**src/rtl/word_serializer.sv**
```systemverilog
// Word serializer: accepts a parallel word over a valid/ready handshake and shifts it
// out one bit per clock with first/last frame markers, followed by a programmable idle
// gap. ser_first doubles as the per-frame clear of the downstream parity stage.
module word_serializer #(
  parameter int unsigned WIDTH     = 8,
  parameter bit          MSB_FIRST = 1'b0,
  parameter int unsigned GAP       = 1
) (
  input  logic             clk,
  input  logic             reset,
  input  logic [WIDTH-1:0] i_din,
  input  logic             i_din_valid,
  output logic             o_din_ready,
  output logic             o_ser_out,
  output logic             o_ser_valid,
  output logic             o_ser_first,
  output logic             o_ser_last,
  output logic             o_busy
);

  localparam int unsigned   CW          = (WIDTH > 1) ? $clog2(WIDTH) : 1;
  localparam logic [CW-1:0] LP_CNT_LAST = CW'(WIDTH - 1);
  localparam logic [CW-1:0] LP_CNT_PEN  = CW'(WIDTH - 2);
  localparam logic [3:0]    LP_GAP_LAST = 4'((GAP > 0) ? GAP - 1 : 0);
  localparam bit            LP_NO_GAP   = (GAP == 0);

  localparam logic [1:0] ST_IDLE  = 2'd0;
  localparam logic [1:0] ST_SHIFT = 2'd1;
  localparam logic [1:0] ST_GAP   = 2'd2;

  logic [1:0]       r_state;
  logic [CW-1:0]    r_cnt;
  logic [3:0]       r_gap;
  logic [WIDTH-1:0] r_shift;
  logic             r_ser_out;
  logic             r_ser_valid;
  logic             r_ser_first;
  logic             r_ser_last;
  logic             r_busy;

  logic [1:0]       w_state_nxt;
  logic [CW-1:0]    w_cnt_nxt;
  logic [3:0]       w_gap_nxt;
  logic [WIDTH-1:0] w_shift_nxt;
  logic             w_out_nxt;
  logic             w_valid_nxt;
  logic             w_first_nxt;
  logic             w_last_nxt;
  logic             w_last;
  logic             w_accept;
  logic             w_first_bit;
  logic             w_next_bit;
  logic [WIDTH-1:0] w_rotated;

  // The shift register is rotated rather than shifted so every bit stays in use; the
  // next bit to present always sits one position in from the output end.
  always_comb begin
    w_last      = (r_state == ST_SHIFT) && (r_cnt == LP_CNT_LAST);
    o_din_ready = (r_state == ST_IDLE) || (w_last && LP_NO_GAP);
    w_accept    = i_din_valid && o_din_ready;
    w_first_bit = MSB_FIRST ? i_din[WIDTH-1] : i_din[0];
    w_next_bit  = MSB_FIRST ? r_shift[WIDTH-2] : r_shift[1];
    w_rotated   = MSB_FIRST ? {r_shift[WIDTH-2:0], r_shift[WIDTH-1]}
                            : {r_shift[0], r_shift[WIDTH-1:1]};
  end

  // Next-state logic for the FSM, counters and the registered serial outputs.
  always_comb begin
    w_state_nxt = r_state;
    w_cnt_nxt   = r_cnt;
    w_gap_nxt   = r_gap;
    w_shift_nxt = r_shift;
    w_out_nxt   = 1'b0;
    w_valid_nxt = 1'b0;
    w_first_nxt = 1'b0;
    w_last_nxt  = 1'b0;
    case (r_state)
      ST_IDLE: begin
        if (w_accept) begin
          w_state_nxt = ST_SHIFT;
          w_cnt_nxt   = '0;
          w_shift_nxt = i_din;
          w_out_nxt   = w_first_bit;
          w_valid_nxt = 1'b1;
          w_first_nxt = 1'b1;
        end
      end
      ST_SHIFT: begin
        if (!w_last) begin
          w_cnt_nxt   = r_cnt + 1'b1;
          w_shift_nxt = w_rotated;
          w_out_nxt   = w_next_bit;
          w_valid_nxt = 1'b1;
          w_last_nxt  = (r_cnt == LP_CNT_PEN);
        end else if (!LP_NO_GAP) begin
          w_state_nxt = ST_GAP;
          w_gap_nxt   = '0;
        end else if (w_accept) begin
          // Gapless back-to-back: the new word's first bit follows ser_last directly.
          w_cnt_nxt   = '0;
          w_shift_nxt = i_din;
          w_out_nxt   = w_first_bit;
          w_valid_nxt = 1'b1;
          w_first_nxt = 1'b1;
        end else begin
          w_state_nxt = ST_IDLE;
        end
      end
      ST_GAP: begin
        if (r_gap == LP_GAP_LAST) begin
          w_state_nxt = ST_IDLE;
        end else begin
          w_gap_nxt = r_gap + 4'd1;
        end
      end
      default: begin
        w_state_nxt = ST_IDLE;
      end
    endcase
  end

  // State and output registers; reset aborts any frame in flight and drops the word.
  always_ff @(posedge clk) begin
    if (reset) begin
      r_state     <= ST_IDLE;
      r_cnt       <= '0;
      r_gap       <= '0;
      r_shift     <= '0;
      r_ser_out   <= 1'b0;
      r_ser_valid <= 1'b0;
      r_ser_first <= 1'b0;
      r_ser_last  <= 1'b0;
      r_busy      <= 1'b0;
    end else begin
      r_state     <= w_state_nxt;
      r_cnt       <= w_cnt_nxt;
      r_gap       <= w_gap_nxt;
      r_shift     <= w_shift_nxt;
      r_ser_out   <= w_out_nxt;
      r_ser_valid <= w_valid_nxt;
      r_ser_first <= w_first_nxt;
      r_ser_last  <= w_last_nxt;
      r_busy      <= (w_state_nxt != ST_IDLE);
    end
  end

  assign o_ser_out   = r_ser_out;
  assign o_ser_valid = r_ser_valid;
  assign o_ser_first = r_ser_first;
  assign o_ser_last  = r_ser_last;
  assign o_busy      = r_busy;

endmodule

```
**config.mk**
```make
export PLATFORM = sky130hd
export DESIGN_NAME = word_serializer
export DESIGN_NICKNAME = d
export VERILOG_FILES = /design/src/rtl/word_serializer.sv
export SDC_FILE = /design/constraint.sdc
export NUM_CORES = 1
export LEC_CHECK = 0
export CORE_MARGIN = 1
export CORE_UTILIZATION = 54
export CTS_CLUSTER_DIAMETER = 30
export DETAILED_ROUTE_END_ITERATION = 12
export GPL_TIMING_DRIVEN = 1
export PLACE_DENSITY_LB_ADDON = 0.2
export SLEW_MARGIN = 20
export SYNTH_ARGS = -nofsm -noshare
export SYNTH_HDL_FRONTEND = slang
export SYNTH_SLANG_ARGS = --single-unit
```
**constraint.sdc**
```tcl
create_clock -name clk -period 2.4 [get_ports clk]
set_clock_uncertainty 0.2 [all_clocks]
set_input_delay 0.48 -clock clk [delete_from_list [all_inputs] [get_ports clk]]
set_output_delay 0.48 -clock clk [all_outputs]
set_load 0.01 [all_outputs]
```
==> metrics.cfg, run 1 <==
[die]
dieArea_um2 = 2010
start_util_pct = 57.2
io_pins = 17
chipHeight_um = 44.8
fp.coreArea_um2 = 1730
die_width_um = 44.8
fp-row-count = 15

[setup_path]
cp_max_fo = 13
slowest_delay_ns = 0.57
ff2ff_path_depth = 5
critPathRequiredTime_ns = 1.72
end_kind = output port
critical-path-slowest-cell = clkdlybuf4s50_1
cp_cell_sequence = nor2_1 -> clkdlybuf4s50_1
crit_type = reg2out
arrival_ns = 1.56
worstSetupStartpointType = flip-flop

[timing]
finalHoldViolCount = 0
tightest_slew_ns = 0.468
max_freq_mhz = 447
tns_ns = 0
max_slew_margin_pct = 68.8
period_share_pct = 93.1
rsz0062_at_grt = no
report.final.slew_viol_count = 0
setup-violations-final = 0
period_minus_slack_ns = 2.24

[clock_tree]
clockRootBuffer = clkbuf_4
clk_latency_ns = 0.31
postCtsResizedCells = 0
cts_buffers = 3
ctsHoldBuffers = 0
clk_pin_slew_worst_paths_ns = 0.12
htreeDepth = 1
cts_setup_buffers = 0
cts_tree = done
cts_num_sinks = 22
cts_buffer_depth = 2

[finish]
drive_above_1_share_pct = 14.8
num-nets-final = 139
utilization_pct = 69.6
nFillCells = 146
area_delta_synth_final_pct = 21.6
antenna_cells = 0

[grt]
grt_pass1_vias = 760
top_usage_layer = met2
use_met3_pct = 3.60
use_met1_pct = 29.3
grt_pass1_wl_um = 3280
global_route.usage.met2_pct = 36.2
track_usage_pct = 22.2
grt_overflow = 0
grt_max_degree = 15
antenna_found_initial = 0

[power_and_ir_drop]
powerDensity_nw_per_um2 = 574
leakage_nw = 0.452
ir_drop_v = 0.000300

[synth]
synth_cell_types = 34
syn_area_um2 = 988
synthMuxAreaShare_pct = 0
synth_compound_area_share_pct = 23.2
ys_ff_latch = 22
synthSimpleGateAreaFrac_pct = 19.6
syn_nets = 121
yosys.area_share.adder_pct = 6.33
synth_top_family_by_area = compound AO/OA/AOI/OAI gates
synth.avg_cell_area_um2 = 9.41
synth_xor_area_share_pct = 0
yosysSeqAreaShare_pct = 44.6
yosysWarnings = 0
netlist_instances = 105

[worst_hold_path]
hold_depth = 2
holdCritPathClass = reg2reg

[placement]
hpwlAfterDp_um = 1360
gp_congestion = 0.838
io_buffers = 16

[flow_run]
maxCapViolations = 0

[detailed_routing]
num_vias = 815
routed_wl_um = 1890
wl_per_cell_um = 12.9
avgViaCountPerCell = 5.54
post-route-drc-count = 0
drt_iter0_drc = 13
drtPass1Iterations = 4
drtAntennaViolNets = 0

[outcome]
status = finished, final reports clean

[path summary, 6_finish.rpt]
kind | startpoint | endpoint | slack (ns)
max | r_state[0] | o_din_ready | 0.16
min | r_cnt[2] | o_ser_last | 0.29
max reg2reg | r_cnt[0] | r_shift[3] | 0.33
min reg2reg | r_cnt[2] | o_ser_last | 0.29
[final cells by class]
class                           count  area (µm²)  share of cell area [%]
Inverter                            7        26.3                    2.19
Tap cell                           25        31.3                    2.60
Timing Repair Buffer               19         183                    15.2
Clock buffer                        4        36.3                    3.02
Sequential cell                    22         440                    36.6
Multi-Input combinational cell     70         485                    40.4
[sequential cells by signal, indices dropped and copies added, names as in the netlist]
name / count
r_shift: 8
o_ser_last: 1
r_cnt: 3
o_ser_first: 1
r_gap: 4
o_ser_valid: 1
o_busy: 1
r_state: 2
o_ser_out: 1
[power by group]
group	switching, mW	internal, mW
clock	0.111	0.0928
combinational	0.0384	0.0507
sequential	0.0130	0.384
total	0.162	0.528
[Yosys cell counts]
| master | number | area, µm² |
|---|---|---|
| nor2b_2 | 1 | 8.76 |
| nor2_1 | 10 | 37.5 |
| a21oi_1 | 14 | 70.1 |
| clkbuf_1 | 2 | 7.51 |
| and4bb_2 | 1 | 12.5 |
| o2111ai_1 | 1 | 8.76 |
| a211o_1 | 1 | 8.76 |
| or3_1 | 1 | 6.26 |
| and2_1 | 1 | 6.26 |
| inv_1 | 7 | 26.3 |
| o21bai_1 | 1 | 7.51 |
| nand3b_1 | 2 | 15.0 |
| nand2b_2 | 1 | 8.76 |
| nand2b_1 | 1 | 6.26 |
| o21ai_0 | 3 | 15.0 |
| o221a_2 | 7 | 78.8 |
| nand4_1 | 1 | 6.26 |
| clkbuf_2 | 1 | 5.00 |
| nor2_4 | 1 | 11.3 |
| buf_6 | 1 | 11.3 |
| ha_1 | 5 | 62.6 |
| dfxtp_1 | 22 | 440 |
| o41ai_1 | 1 | 8.76 |
| a31oi_1 | 2 | 12.5 |
| a41o_1 | 1 | 10.0 |
| buf_2 | 1 | 5.00 |
| o32ai_1 | 1 | 8.76 |
| or4b_1 | 1 | 10.0 |
| or2_1 | 1 | 6.26 |
| nor3_1 | 3 | 15.0 |
| nor4b_1 | 2 | 17.5 |
| nor3b_1 | 1 | 7.51 |
| nand2_1 | 5 | 18.8 |
| buf_4 | 1 | 7.51 |
[routing by layer]
layer	up-vias	wire length, µm	part of all wire (%)
li1	416	-	-
met1	385	939	50
met2	12	893	47
met3	2	37	2.0
met4	0	19	1.0
met5	-	0	0
[metrics by stage]
stage | power (mW) | instance area [µm²] | setup slack [ns] | hold WS [ns] | instances
after floorplan | 0.456 | 988 | 0.823 | 0.242 | 105
after global placement | 0.492 | 1170 | 0.412 | 0.264 | 143
after detailed placement | 0.494 | 1170 | 0.399 | 0.272 | 143
after CTS | 0.697 | 1200 | 0.168 | 0.289 | 147
after global routing | 0.722 | 1200 | 0.0762 | 0.334 | 147
final | 0.690 | 1200 | 0.164 | 0.287 | 147
[worst max-delay path: cells and delay by family (launching register included)]
kind | cells | cell delay [ns]
and+or+nand+nor | 1 | 0.23
buffers and inverters | 1 | 0.57
DFF | 1 | 0.44
[layout by cell type (no fill, tap or decap), types with 2 or more instances in the layout]
| cell | netlist | layout |
|---|---|---|
| dfxtp_1 | 22 | 22 |
| clkdlybuf4s50_1 | 0 | 16 |
| a21oi_1 | 14 | 14 |
| nor2_1 | 10 | 10 |
| inv_1 | 7 | 7 |
| o221a_2 | 7 | 7 |
| nand2_1 | 5 | 5 |
| ha_1 | 5 | 5 |
| o21ai_0 | 3 | 3 |
| nor3_1 | 3 | 3 |
| clkbuf_4 | 0 | 3 |
| buf_4 | 1 | 3 |
| nand3b_1 | 2 | 2 |
| a31oi_1 | 2 | 2 |
| nor4b_1 | 2 | 2 |
[cell families (layout without fill, tap and decap cells)]
kind of cell	Yosys count	in the layout
simple gates	33	33
buf+inv	13	30
compound gates	32	32
fa+ha+maj	5	5
flops	22	22
Power figures use the tool's default switching activity.
==> inputs of run 2 (changes only) <==
--- a/config.mk
+++ b/config.mk
@@ -8,10 +8,10 @@
 export CORE_MARGIN = 1
 export CORE_UTILIZATION = 54
 export CTS_CLUSTER_DIAMETER = 30
+export CTS_CLUSTER_SIZE = 28
 export DETAILED_ROUTE_END_ITERATION = 12
 export GPL_TIMING_DRIVEN = 1
 export PLACE_DENSITY_LB_ADDON = 0.2
-export SLEW_MARGIN = 20
 export SYNTH_ARGS = -nofsm -noshare
 export SYNTH_HDL_FRONTEND = slang
 export SYNTH_SLANG_ARGS = --single-unit
==> results of run 2 <==
The final DEF is identical to that of run 1; final timing and power are the same.
